[config.mk]
export PLATFORM = sky130hd
export DESIGN_NAME = fp4_fft_result_streamer
export DESIGN_NICKNAME = d
export VERILOG_FILES = /design/src/rtl/fp4_fft_result_streamer.sv
export SDC_FILE = /design/constraint.sdc
export NUM_CORES = 1
export LEC_CHECK = 0
export CAP_MARGIN = 20
export CORE_UTILIZATION = 40
export DETAILED_ROUTE_END_ITERATION = 12
export DONT_BUFFER_PORTS = 1
export PLACE_DENSITY = 0.54
export RECOVER_POWER = 50
export SLEW_MARGIN = 20
export SYNTH_ARGS = -nofsm -noshare
export SYNTH_HDL_FRONTEND = slang
export SYNTH_SLANG_ARGS = --single-unit
[constraint.sdc]
create_clock -name clk -period 3.5 [get_ports clk]
set_input_delay 1.05 -clock clk [delete_from_list [all_inputs] [get_ports clk]]
set_output_delay 1.05 -clock clk [all_outputs]
set_load 0.05 [all_outputs]
[src/rtl/fp4_fft_result_streamer.sv]
// Unloads N complex FP4 FFT results from the result memory and streams them out as valid/ready beats.
// A 2-entry output FIFO absorbs the 1-cycle read latency so continuous m_ready sustains 1 beat/cycle.
module fp4_fft_result_streamer #(
    parameter int MAX_N       = 32,
    parameter int ADDR_WIDTH  = $clog2(MAX_N),
    parameter bit BIT_REV_OUT = 1'b0
) (
    input  logic                  clk,
    input  logic                  rst,
    input  logic                  fft_done,
    input  logic                  abort,
    input  logic [ADDR_WIDTH:0]   n_points,
    output logic [ADDR_WIDTH-1:0] rd_addr,
    output logic                  rd_en,
    input  logic [7:0]            rd_data,
    output logic                  m_valid,
    input  logic                  m_ready,
    output logic [7:0]            m_data,
    output logic [ADDR_WIDTH-1:0] m_index,
    output logic                  m_last,
    output logic                  busy,
    output logic                  done_unload,
    output logic                  err_overrun
);
    typedef enum logic [1:0] {IDLE, RUN, DRAIN} state_t;

    state_t                state, state_nxt;
    logic [ADDR_WIDTH-1:0] cnt, n_last, shamt;
    logic [ADDR_WIDTH-1:0] dec_last, dec_shamt, rev_full, addr;
    logic                  inflight, inflight_last;
    logic [ADDR_WIDTH-1:0] inflight_idx;
    logic [1:0]            count;
    logic [2:0]            occ;
    logic                  hs, last_issue;
    logic [7:0]            tail_data;
    logic [ADDR_WIDTH-1:0] tail_idx;
    logic                  tail_last;

    // Non-power-of-2 or out-of-range lengths fall back to MAX_N.
    always_comb begin
        dec_last  = '1;
        dec_shamt = '0;
        for (int i = 1; i <= ADDR_WIDTH; i++) begin
            if (n_points == (ADDR_WIDTH+1)'(1 << i)) begin
                dec_last  = ADDR_WIDTH'((1 << i) - 1);
                dec_shamt = ADDR_WIDTH'(ADDR_WIDTH - i);
            end
        end
    end

    always_comb begin
        rev_full = '0;
        for (int i = 0; i < ADDR_WIDTH; i++) begin
            rev_full[i] = cnt[ADDR_WIDTH-1-i];
        end
    end

    assign addr    = BIT_REV_OUT ? (rev_full >> shamt) : cnt;
    assign rd_addr = addr;
    assign m_valid = (count != 2'd0);
    assign busy    = (state != IDLE);
    assign hs      = m_valid & m_ready;

    // A beat leaving this cycle frees its slot, which keeps reads flowing without bubbles.
    assign occ        = {1'b0, count} + {2'b00, inflight} - {2'b00, hs};
    assign rd_en      = !rst && !abort && (state == RUN) && (occ < 3'd2);
    assign last_issue = rd_en && (cnt == n_last);

    always_comb begin
        state_nxt = state;
        case (state)
            IDLE:    if (fft_done && !abort) state_nxt = RUN;
            RUN:     if (abort) state_nxt = IDLE;
                     else if (last_issue) state_nxt = DRAIN;
            DRAIN:   if (abort) state_nxt = IDLE;
                     else if (hs && m_last) state_nxt = IDLE;
            default: state_nxt = IDLE;
        endcase
    end

    always_ff @(posedge clk) begin
        if (rst) begin
            state         <= IDLE;
            cnt           <= '0;
            n_last        <= '0;
            shamt         <= '0;
            inflight      <= 1'b0;
            inflight_idx  <= '0;
            inflight_last <= 1'b0;
            count         <= 2'd0;
            m_data        <= '0;
            m_index       <= '0;
            m_last        <= 1'b0;
            tail_data     <= '0;
            tail_idx      <= '0;
            tail_last     <= 1'b0;
            done_unload   <= 1'b0;
            err_overrun   <= 1'b0;
        end else begin
            state       <= state_nxt;
            done_unload <= (state == DRAIN) && hs && m_last && !abort;
            if (fft_done && state != IDLE) err_overrun <= 1'b1;
            if (abort) begin
                cnt      <= '0;
                inflight <= 1'b0;
                count    <= 2'd0;
            end else begin
                if (state == IDLE && fft_done) begin
                    n_last <= dec_last;
                    shamt  <= dec_shamt;
                    cnt    <= '0;
                end else if (rd_en) begin
                    cnt <= last_issue ? '0 : cnt + 1'b1;
                end
                inflight      <= rd_en;
                inflight_idx  <= addr;
                inflight_last <= last_issue;
                // Head slot drives the stream outputs directly; tail holds the second entry.
                case ({inflight, hs})
                    2'b10: begin
                        if (count == 2'd0) begin
                            m_data <= rd_data; m_index <= inflight_idx; m_last <= inflight_last;
                        end else begin
                            tail_data <= rd_data; tail_idx <= inflight_idx; tail_last <= inflight_last;
                        end
                        count <= count + 2'd1;
                    end
                    2'b01: begin
                        m_data <= tail_data; m_index <= tail_idx; m_last <= tail_last;
                        count  <= count - 2'd1;
                    end
                    2'b11: begin
                        if (count == 2'd1) begin
                            m_data <= rd_data; m_index <= inflight_idx; m_last <= inflight_last;
                        end else begin
                            m_data    <= tail_data; m_index <= tail_idx; m_last <= tail_last;
                            tail_data <= rd_data; tail_idx <= inflight_idx; tail_last <= inflight_last;
                        end
                    end
                    default: ;
                endcase
            end
        end
    end
endmodule

# After elaboration in Yosys (flattened, before gate mapping)
# Index checks and enable logic that the tools add are counted.
[word_totals]
regBits = 51
inputBits = 19
output_inout_bits = 24
elab_cells = 98
[op_classes]
add_sub_neg = 5
order_cmp = 1
eq_ne = 18
muxes = 31
bitwise_logic = 2
n_reduce_logical = 26
[op_table]
columns = ["op", "count"]
rows = [
  ["two-way mux 5 bit", 10],
  ["two-way mux 8 bit", 4],
  ["case mux 8 bit (3 select lines)", 1],
  ["case mux 8 bit (2 select lines)", 1],
  ["case mux 5 bit (3 select lines)", 1],
  ["logical AND 1 bit", 11],
  ["two-way mux 2 bit", 5],
  ["case mux 5 bit (2 select lines)", 1],
  ["!= test 2 bit, second input constant", 4],
  ["nonzero test 2 bit", 4],
  ["equality test 2 x 1 -> 1 bit, second input constant", 3],
  ["equality test 2 bit, second input constant", 3],
  ["equality test 6 x 2 -> 1 bit, second input constant", 1],
  ["equality test 6 x 3 -> 1 bit, second input constant", 1],
  ["equality test 6 x 4 -> 1 bit, second input constant", 1],
  ["equality test 6 x 5 -> 1 bit, second input constant", 1],
  ["equality test 6 bit, second input constant", 1],
  ["!= test 3 bit, second input constant", 2],
  ["case mux 2 bit (3 select lines)", 1],
  ["AND reduction 3 bit", 2],
  ["adder 5 x 1 -> 5 bit, second input constant", 1],
  ["equality test 5 bit", 1],
  ["logical NOT 2 bit", 2],
  ["two-way mux 1 bit", 4],
  ["16 further kinds", 17],
]

# Longest topological paths before layout
[logic_depth]
word_depth = 9
ltp_mapped = 13
ltp_nobuf = 13

# Least setup slack after synthesis
# No wires, ideal clock.
[synth_path]
path_type = "register to output"
startpoint = "reg count[1]"
endpoint = "out rd_en"
arrival_time_ps = 2487
path_slack_ps = -37
path_stages_with_launch = 11
n_path_buf = 0
path_cell_list = "dfxtp_1 -> inv_1 -> ha_1 -> inv_1 -> nand2_1 -> xnor2_1 -> nand2_1 -> fa_1 -> xnor2_1 -> nand3_4 -> inv_4"
[synth_via]
elab_chain_cells = 5
elab_cells_between_ends = 6
cone_classes = "add/sub: 2; order compare: 1; bitwise: 1; reduce/logical: 2"
[synth_lines]
columns = ["element", "line_no", "source"]
rows = [
  ["from (decl)", "32", "logic [1:0] count;"],
  ["from (signal assigned)", "126", "count <= count + 2'd1;"],
  ["from (signal assigned)", "130", "count <= count - 2'd1;"],
  ["nonzero test 2 bit", "60", "assign m_valid = (count != 2'd0);"],
  ["via m_valid", "16", "output logic m_valid,"],
  ["bitwise AND 1 bit", "62", "assign hs = m_valid & m_ready;"],
  ["subtractor 3 x 1 -> 3 bit", "65", "assign occ = {1'b0, count} + {2'b00, inflight} - {2'b00, hs};"],
  ["< comparator 3 x 2 -> 1 bit", "66", "assign rd_en = !rst && !abort && (state == RUN) && (occ < 3'd2);"],
  ["logical AND 1 bit", "66", ""],
  ["to (decl)", "14", "output logic rd_en,"],
]
# The timed path passes the listed nets, and every way through them passes these cells.

# Final worst setup path
[layout_path]
startpoint = "reg count[1]"
endpoint = "out rd_en"
[layout_via]
elab_chain_cells = 5
elab_cells_between_ends = 6
cone_classes = "add/sub: 2; order compare: 1; bitwise: 1; reduce/logical: 2"
[layout_lines]
columns = ["element", "line_no"]
rows = [
  ["branches (longest 2 deep; another with adder 2 x 1 -> 3 bit)", "-"],
  ["subtractor 3 x 1 -> 3 bit *", "65"],
  ["< comparator 3 x 2 -> 1 bit *", "66"],
  ["logical AND 1 bit *", "66"],
]
# Every way passes the cells marked *.

==> impl_results.md <==
* DIE AREA at slightly above 6000 um2
* Async SR Flop Fraction at 0
* Vias in the first global route at 1554
* Maximum buffer depth of the clock tree at 2
* RSZ-0062 raised after global routing: false
* Area of the core at between 5000 and 6000 um2
* Net Sw Power at 289 uW
* Cts hold-fix bufs at 0
* Initial DRC count at slightly below 90
* Global-route wire length before repair at 7220 um
* Post-Syn Nets at approximately 270
* Die W at slightly below 80 um
* R2R Path End: n_last[0]$_SDFFE_PP0P_
* Slew margin rel. at 0.471
* Vias post-DR at 1672
* Final setup skew at 0.0108 ns
* GRT Total Usage at 0.154
* Final non-filler cell total at between 300 and 400
* Worst setup SP type: register
* Post-route clock period utilization at 0.960
* IO Count at 43
* WP data required at 2.45 ns
* Area growth, synth to finish at 7.39%
* Top area cells in the synthesized netlist: dfxtp_1, mux2i_1, nor2_1
* Top FF cell, synth: dfxtp_1
* Fmax at ~300 MHz
* Layout cell share with drive strength beyond 1 at 0.110
* Worst r2r src: count[1]$_SDFFE_PP0P_
* Register-to-Register Path Depth at 14
* Max incr delay on CP at 0.41 ns
* Final Hold Viols at 0
* Port bufs at 0
* Die H at ~78 um
* Worst path cell trace: inv_1 > ha_2 > clkinvlp_2 > nand2_1 > xnor2_1 > nand2_1 > fa_1 > xnor2_2 > nand3_4 > inv_6
* Grt ovf at 0
* # H-tree levels at 2
* Worst hold path class: reg -> reg
* Cells after DPL at 309
* Top-area cell type share of the netlist area at 0.437
* Int Power at about 800 uW
* Largest net degree at the start of global routing at 43
* Leakage at between 0.001 and 0.0015 uW
* Final WL at around 4400 um
* Post-DR vias/cell at 5.27
* Synth cell types at 40
* Clk pin slew, worst setup/hold paths at approximately 0.090 ns
* Fill cells at 566
* Setup-failing EPs final at 0
* Avg WL per Cell at roughly 14 um
* Synthesized area per cell at between 9 and 10 um2
* CP Data Arrival Time at roughly 2.3 ns
* Initial Util at 0.419
* Synthesis Warnings at 0
* Register area share after synthesis at 0.437
* Min-delay src: inflight_last$_SDFFE_PP0N_
* Switching share of power at 0.266
* Worst Path Max Fanout at 5
* Total power at around 1100 uW
* Setup TNS at 0 ns
* Crit Path Class: reg -> out
* Row count at 27
* Max cap viols at 0
* Worst-Margin Slew at between 0.7 and 0.8 ns
* CTS tree: built
* Nets@finish at 267
* Antenna viol nets, final at 0
* Yosys reg bits at 51
* Synthesized netlist cell count at between 200 and 250
* Post-synth top area cell: dfxtp_1
* CTS Buf Count at 5
* Post-layout min period at 3.36 ns
* Post-CTS Setup Repair Bufs at 0
* Detailed Routing Iterations Pass 1 at 4
* Top-count cell post-synth: dfxtp_1
* Clock power frac at 0.336
* Ant. Diodes at 0
* Netlist Area Pre-Place at ~2300 um2
* Critical path's most frequent cell: nand2_1
* Synth cell count leaders: dfxtp_1, nor2_1, mux2i_1
* CTS Sinks at 51
* Clk_lat worst skew at between 0.3 and 0.4 ns
* HPWL after DPL at 3030 um
* Initial antenna violation count at 0
* Clock root cell: clkbuf_8
* Critical Path End Type: output pin
* Post-synth EDFFs at 0
* Slew Limit Fails at 0
* Status: completed
* Cell depth of the worst hold path at 2
* Peak VDD IR at approximately 0.00022 V
* Hold Path Sink: inflight_last$_SDFFE_PP0N_
* DR DRC count at 0
* Reg-to-reg slack, setup at slightly below 0.7 ns
* Combinational share of power at 0.084
* Max stage delay cell, worst path: fa_1
* Seq pwr share at 0.580
* Routability Congestion at ~0.77
* PwrDens at between 400 and 500 nW/um2
## routing by layer
| metal | global-route usage | share of wire |
|---|---|---|
| met4 | 0.0741 | 0.025 |
| met2 | 0.248 | 0.47 |
| met5 | 0 | 0 |
| met1 | 0.183 | 0.45 |
| met3 | 0.0512 | 0.055 |
## power by group through the flow
| stage | sequential [uW] | clock [uW] | combinational (uW) |
|---|---|---|---|
| final | 629 | 364 | 90.7 |
| after global routing | 632 | 403 | 101 |
| after CTS | 630 | 377 | 92.0 |
| after detailed placement | 644 | 0 | 90.7 |
| after global placement | 644 | 0 | 89.9 |
| after floorplan | 640 | 0 | 89.2 |
## layout make-up
cell class	count	area, um2	area share
clock buffers	6	82.6	0.0329
clock inverters	2	16.3	0.00648
inverters	9	40.0	0.0160
multi-input cells	172	1220	0.488
flip-flops and latches	51	1030	0.409
well taps	72	90.1	0.0359
repair buffers	5	30.0	0.0120
## cell usage in the layout (no fill, tap or decap), types with 2 or more instances in the layout
cell / count
nand2_1: 10
a21o_1: 2
a21oi_1: 12
nand4_1: 3
nor2b_1: 2
nor2_1: 45
a211oi_2: 3
inv_1: 7
a211oi_1: 17
mux2i_1: 33
xnor2_1: 3
buf_4: 3
a21oi_2: 2
clkbuf_8: 6
clkbuf_1: 2
nand2b_1: 3
nor3_1: 6
nand3_1: 2
ha_1: 2
xor2_1: 8
dfxtp_1: 49
## registers in the layout, indices dropped and copies added (netlist names)
name,flops
count,2
done_unload,1
err_overrun,1
inflight,1
inflight_idx,5
inflight_last,1
m_data,8
m_index,5
m_last,1
n_last,5
rd_addr,5
state,2
tail_data,8
tail_idx,5
tail_last,1
## per-stage QoR
stage                     worst slack, ns  area [um2]  utilization  hold slack (ns)
after floorplan                    0.0646        2340            -            0.448
after global placement              0.116        2390        0.430            0.459
after detailed placement           0.0804        2410        0.432            0.464
after CTS                          0.0524        2520        0.452            0.476
after global routing               0.0135        2510        0.450            0.503
final                               0.141        2510        0.450            0.471
## worst max-delay path: cells and delay by family (launching register included)
| kind | cells | cell delay [ns] |
|---|---|---|
| adder cells (fa/ha/maj) | 2 | 0.61 |
| flip-flops | 1 | 0.38 |
| AND/OR/NAND/NOR | 3 | 0.34 |
| XOR/XNOR | 2 | 0.34 |
| buffers and inverters | 3 | 0.32 |
## logic make-up (layout without fill, tap and decap cells)
logic type,count (synthesis),after routing,share of synthesized area
and+or+nand+nor,80,80,0.167
DFF,51,51,0.437
AOI/OAI and AO/OA,43,43,0.141
muxes,33,33,0.141
buffers and inverters,21,22,0.0434
xor gates and xnor gates,12,12,0.0450
adders and majority gates,4,4,0.0246
## worst max-delay path by stage
stage / slack [ns] / startpoint / endpoint
after global routing: 0.01 / count[1]$_SDFFE_PP0P_ / rd_en
after detailed placement: 0.08 / m_ready / rd_en
after floorplan: 0.06 / m_ready / rd_en
final: 0.14 / count[1]$_SDFFE_PP0P_ / rd_en
after CTS: 0.05 / count[1]$_SDFFE_PP0P_ / rd_en
after global placement: 0.12 / m_ready / rd_en
## repair_timing
item | 4_1_cts | 5_1_grt
gates resized for setup | 2 | 4
setup endpoints to repair | 1 | 1
hold endpoints to repair | 0 | 0
Power figures use the tool's default switching activity.
